File: src/rtl/baccarat_deal_fsm.sv
// Baccarat round sequencer.
// Issues one-cycle load strobes to the six hand card registers in deal order
// (P1, D1, P2, D2, then optional P3/D3). It tracks both hand scores from the
// card values it strobes in, applies the third-card rules, and registers the
// winner flags when the round ends.
//
// Ports:
//   slow_clock          clock, rising edge
//   reset               synchronous active-high reset
//   start               level request, sampled only in IDLE
//   new_card[3:0]       card value from the generator, valid while a strobe is high
//   load_pcard1..3      player card register load strobes
//   load_dcard1..3      dealer card register load strobes
//   pscore/dscore[3:0]  running hand scores, 0-9
//   busy                round in progress (not IDLE, not DONE)
//   done                round finished
//   player_win          player score >= dealer score (valid in DONE)
//   dealer_win          dealer score >= player score (valid in DONE)
module baccarat_deal_fsm (
  input  logic       slow_clock,
  input  logic       reset,
  input  logic       start,
  input  logic [3:0] new_card,
  output logic       load_pcard1,
  output logic       load_pcard2,
  output logic       load_pcard3,
  output logic       load_dcard1,
  output logic       load_dcard2,
  output logic       load_dcard3,
  output logic [3:0] pscore,
  output logic [3:0] dscore,
  output logic       busy,
  output logic       done,
  output logic       player_win,
  output logic       dealer_win
);

  typedef enum logic [3:0] {
    StIdle,
    StDealP1,
    StDealD1,
    StDealP2,
    StDealD2,
    StEval,
    StDealP3,
    StDchk,
    StDealD3,
    StResult,
    StDone
  } state_e;

  state_e     state_q, state_d;
  logic [3:0] pscore_q, pscore_d;
  logic [3:0] dscore_q, dscore_d;
  logic [3:0] pv_q, pv_d;          // point value of the player's third card
  logic       pwin_q, pwin_d;
  logic       dwin_q, dwin_d;

  logic [3:0] pts;
  logic [3:0] p_add;
  logic [3:0] d_add;
  logic       dealer_draw;

  // Face cards and out-of-range codes are worth nothing.
  function automatic logic [3:0] card_points(input logic [3:0] c);
    return ((c >= 4'd1) && (c <= 4'd9)) ? c : 4'd0;
  endfunction

  function automatic logic [3:0] add_mod10(input logic [3:0] s, input logic [3:0] p);
    logic [4:0] sum;
    sum = {1'b0, s} + {1'b0, p};
    if (sum >= 5'd10) begin
      sum = sum - 5'd10;
    end
    return sum[3:0];
  endfunction

  // Dealer rule after the player has drawn; scores 8-9 cannot reach here.
  always_comb begin
    dealer_draw = 1'b0;
    case (dscore_q)
      4'd0, 4'd1, 4'd2: dealer_draw = 1'b1;
      4'd3:             dealer_draw = (pv_q != 4'd8);
      4'd4:             dealer_draw = (pv_q >= 4'd2) && (pv_q <= 4'd7);
      4'd5:             dealer_draw = (pv_q >= 4'd4) && (pv_q <= 4'd7);
      4'd6:             dealer_draw = (pv_q >= 4'd6) && (pv_q <= 4'd7);
      default:          dealer_draw = 1'b0;
    endcase
  end

  always_comb begin
    state_d  = state_q;
    pscore_d = pscore_q;
    dscore_d = dscore_q;
    pv_d     = pv_q;
    pwin_d   = pwin_q;
    dwin_d   = dwin_q;
    pts      = card_points(new_card);
    p_add    = add_mod10(pscore_q, pts);
    d_add    = add_mod10(dscore_q, pts);

    case (state_q)
      StIdle: begin
        if (start) state_d = StDealP1;
      end
      StDealP1: begin
        pscore_d = p_add;
        state_d  = StDealD1;
      end
      StDealD1: begin
        dscore_d = d_add;
        state_d  = StDealP2;
      end
      StDealP2: begin
        pscore_d = p_add;
        state_d  = StDealD2;
      end
      StDealD2: begin
        dscore_d = d_add;
        state_d  = StEval;
      end
      StEval: begin
        if ((pscore_q >= 4'd8) || (dscore_q >= 4'd8)) begin
          state_d = StResult;
        end else if (pscore_q <= 4'd5) begin
          state_d = StDealP3;
        end else if (dscore_q <= 4'd5) begin
          state_d = StDealD3;
        end else begin
          state_d = StResult;
        end
      end
      StDealP3: begin
        pscore_d = p_add;
        pv_d     = pts;
        state_d  = StDchk;
      end
      StDchk: begin
        state_d = dealer_draw ? StDealD3 : StResult;
      end
      StDealD3: begin
        dscore_d = d_add;
        state_d  = StResult;
      end
      StResult: begin
        pwin_d  = (pscore_q >= dscore_q);
        dwin_d  = (dscore_q >= pscore_q);
        state_d = StDone;
      end
      StDone: begin
        state_d = StDone;
      end
      default: begin
        state_d = StIdle;
      end
    endcase
  end

  always_ff @(posedge slow_clock) begin
    if (reset) begin
      state_q  <= StIdle;
      pscore_q <= 4'd0;
      dscore_q <= 4'd0;
      pv_q     <= 4'd0;
      pwin_q   <= 1'b0;
      dwin_q   <= 1'b0;
    end else begin
      state_q  <= state_d;
      pscore_q <= pscore_d;
      dscore_q <= dscore_d;
      pv_q     <= pv_d;
      pwin_q   <= pwin_d;
      dwin_q   <= dwin_d;
    end
  end

  assign load_pcard1 = (state_q == StDealP1);
  assign load_dcard1 = (state_q == StDealD1);
  assign load_pcard2 = (state_q == StDealP2);
  assign load_dcard2 = (state_q == StDealD2);
  assign load_pcard3 = (state_q == StDealP3);
  assign load_dcard3 = (state_q == StDealD3);
  assign busy        = (state_q != StIdle) && (state_q != StDone);
  assign done        = (state_q == StDone);
  assign pscore      = pscore_q;
  assign dscore      = dscore_q;
  assign player_win  = pwin_q;
  assign dealer_win  = dwin_q;

endmodule

File: config.mk
export PLATFORM = sky130hd
export DESIGN_NAME = baccarat_deal_fsm
export DESIGN_NICKNAME = d
export VERILOG_FILES = /design/src/rtl/baccarat_deal_fsm.sv
export SDC_FILE = /design/constraint.sdc
export NUM_CORES = 1
export LEC_CHECK = 0
export ABC_AREA = 0
export CAP_MARGIN = 20
export CELL_PAD_IN_SITES_DETAIL_PLACEMENT = 1
export CELL_PAD_IN_SITES_GLOBAL_PLACEMENT = 2
export CORE_MARGIN = 3
export CORE_UTILIZATION = 31
export CTS_CLUSTER_DIAMETER = 150
export DETAILED_ROUTE_END_ITERATION = 6
export HOLD_SLACK_MARGIN = 0.02
export PLACE_DENSITY_LB_ADDON = 0.1
export SYNTH_ARGS = -nofsm -noshare
export SYNTH_HDL_FRONTEND = slang
export SYNTH_SLANG_ARGS = --single-unit
File: constraint.sdc
create_clock -name slow_clock -period 3.15 [get_ports slow_clock]
set_clock_uncertainty 0.1 [all_clocks]
set_input_delay 0.63 -clock slow_clock [delete_from_list [all_inputs] [get_ports slow_clock]]
set_output_delay 0.63 -clock slow_clock [all_outputs]
set_load 0.05 [all_outputs]
==> key figures <==
Run status
  – Status: completed

Routing
  – Initial DRC Count: 51
  – Total Wirelength: 4630 microns
  – DRC Markers: 0
  – DR WL/cell: 16.1 microns
  – Routed vias: 1574
  – Initial DRT Pass Iterations: 4
  – Via density: 5.48
  – Post-route ant nets: 0

Worst hold path
  – HP Start: pv_q[0]
  – Hold EP: pv_q[0]
  – Min-delay worst type: reg -> reg
  – WHS Path Cells: 2

Floorplanning
  – IO Pins: 25
  – Initial Utilization: 33.4%
  – Cell Rows: 24
  – CORE AREA: 4500 sq um
  – Die area: 5720 sq um
  – Die Span Y: 75.6 microns
  – DIE WIDTH: 75.6 microns

Synth
  – Yosys cell types: 44
  – Synth Cell Area: 1500 sq um
  – Top FF cell, synth: dfxtp_1
  – Fraction of the yosys area taken by sequential cells: 24.0%
  – Syn_area_per_cell: 7.83 sq um
  – Post-Syn Instances: 192
  – Async SR Flop Fraction: 0%
  – Number of synthesized flops with an enable pin: 0
  – Post-synthesis sequential element count: 18
  – Synthesis Warnings: 0
  – Syn Nets: 215

Clock network
  – H-tree levels: 1
  – CTS tree: yes
  – Skew-Pair Late Insertion Delay: 0.26 ns
  – Longest Clk Path Bufs: 2
  – Hold buffers post-CTS: 0
  – Clock slew at reported path FFs: 0.08 ns
  – Clk root buf: clkbuf_8
  – Clock tree sinks: 18
  – TritonCTS buffer count: 3

STA
  – Max Fclk: 328 MHz
  – Worst hold slack: 0.419 ns
  – Final Slew Violations: 0
  – Fin crit share: 96.8%
  – Setup Total Neg Slack: 0 ns
  – Crit path time final: 3.05 ns
  – Fin. Hold Viols: 0
  – Worst slew margin: 66.4%
  – Final worst setup slack: 0.0997 ns
  – RSZ-0062 raised after global routing: no
  – Final setup viols: 0
  – Tightest Pin Transition: 0.502 ns

Layout
  – Most frequent cells in the layout: buf_4 (25), clkdlybuf4s50_1 (21), nor2_1 (18), dfxtp_1 (18), ha_1 (11)
  – Layout cells sized above 1: 20.4%
  – Most common library cell in the layout ignoring fill and taps: buf_4
  – Ant diodes: 0
  – Non-Filler Instances: 287
  – Fin util: 45.9%
  – Post-route design area: 2070 sq um
  – Synth-to-layout area growth: 37.7%
  – Fin nets: 259

Setup path
  – Worst reg2reg path startpoint: dscore[0]
  – Crit path max fanout: 3
  – Most numerous cell on the critical path: and2_4
  – CP Capture Type: flop
  – Crit path arrival time: 3.16 ns
  – WP buf/inv: 1
  – Startpoint types: primary input
  – Max incr delay on CP: 0.47 ns
  – Slowest-stage cell, CP: clkdlybuf4s50_1
  – R2R cell count: 7
  – Reg-to-Reg End: dscore[1]
  – Worst Path Required: 3.26 ns
  – Worst path cell trace: clkdlybuf4s50_1 -> o21ai_1 -> and2_4 -> ha_4 -> fa_2 -> and2_4 -> or4_4 -> o32a_1 -> a2111o_1 -> nand3_2
  – Reg2reg setup slack: 0.76 ns
  – Critical path type: in -> reg
  – CP delay by family, top: simple AND/OR/NAND/NOR gates

Placement
  – DP Worst Slack: -0.350 ns
  – Inst Count DP: 281
  – GP Congestion: 0.851
  – Port bufs: 24
  – DP HPWL: 3640 microns
  – Placed cell areas: 1930 sq um

Global route
  – Largest net degree at the start of global routing: 16
  – Vias in the first global route: 1585
  – First-pass GRT wire length: 7670 microns
  – Initial antenna violation count: 0
  – GRT Total Usage: 17.4%
  – Gr ovfl total: 0

Power
  – Peak VDD IR: 178 uV
  – PwrDens: 374 nW/um^2
  – Leakage power: 0.865 nW
  – Overall power: 773 uW

Run
  – Max cap viols: 0
## sequential cells by signal (all words and copies together) (netlist names)
signal      flops
dealer_win      1
dscore          4
player_win      1
pscore          4
pv_q            4
state_q         4
## how the worst max path moves through the flow
stage / endpoint / from / cells after the start / slack, ns
after CTS: dscore[1] / new_card[2] / 10 / 0.0009
final: dscore[1] / new_card[3] / 10 / 0.1
after detailed placement: dscore[1] / new_card[2] / 11 / -0.35
after floorplan: load_dcard3 / state_q[1] / 3 / 0.30
after global routing: dscore[1] / new_card[3] / 11 / 0.006
after global placement: dscore[1] / new_card[2] / 11 / -0.31
## timing repair
item / 4_1_cts / 5_1_grt
buffers inserted: 1 / 1
setup endpoints to repair: 4 / 4
gates resized for setup: 2 / 19
hold endpoints to repair: 0 / 0
pin swaps: 2 / 8
## worst reg2reg max path: cells and delay by family, from the launching register on
| kind | cells | cell delay, ns |
|---|---|---|
| simple gates | 3 | 0.64 |
| compound gates | 2 | 0.63 |
| fa+ha+maj | 2 | 0.58 |
| flops | 1 | 0.38 |
## Yosys cell counts, drive strengths merged (6+ instances only)
cell / n / share of area, %
nor2: 19 / 4.9
nor2b: 6 / 2.5
o21ai: 10 / 3.3
a21oi: 11 / 3.7
nor3: 11 / 3.7
nand2b: 7 / 2.9
nand2: 9 / 2.2
nand3: 9 / 3.3
mux2i: 6 / 4.0
dfxtp: 18 / 24
inv: 12 / 3.0
ha: 14 / 12
## kinds of logic (layout without fill, tap and decap cells)
group | after synthesis | count (layout) | share of synthesized area, %
and+or+nand+nor | 79 | 79 | 28.1
AOI/OAI and AO/OA | 48 | 48 | 21.6
buffers and inverters | 21 | 64 | 5.66
DFF | 18 | 18 | 24.0
adders and majority gates | 16 | 16 | 14.3
muxes | 6 | 6 | 4.00
xor gates and xnor gates | 4 | 4 | 2.33
## cell type report
class	count	area, sq um
clock buffers	4	55.1
fillers	536	2430
inverters	12	45.0
multi-input cells	153	1120
flip-flops and latches	18	360
well taps	52	65.1
repair buffers	48	423
## power by group
part / internal, mW / switching (mW) / leakage (nW)
Clock: 0.112 / 0.0947 / 0.0288
Combinational: 0.140 / 0.171 / 0.690
Sequential: 0.237 / 0.0196 / 0.146
Total: 0.488 / 0.285 / 0.865
## metal layers
metal  wire [microns]  track usage, %  up-vias
met2             2340            31.2       20
met5                0               0        -
li1                 -               -      780
met1             2140            21.9      770
met4               47            3.50        0
met3               99            2.77        4
(Power assumes the default switching activity.)
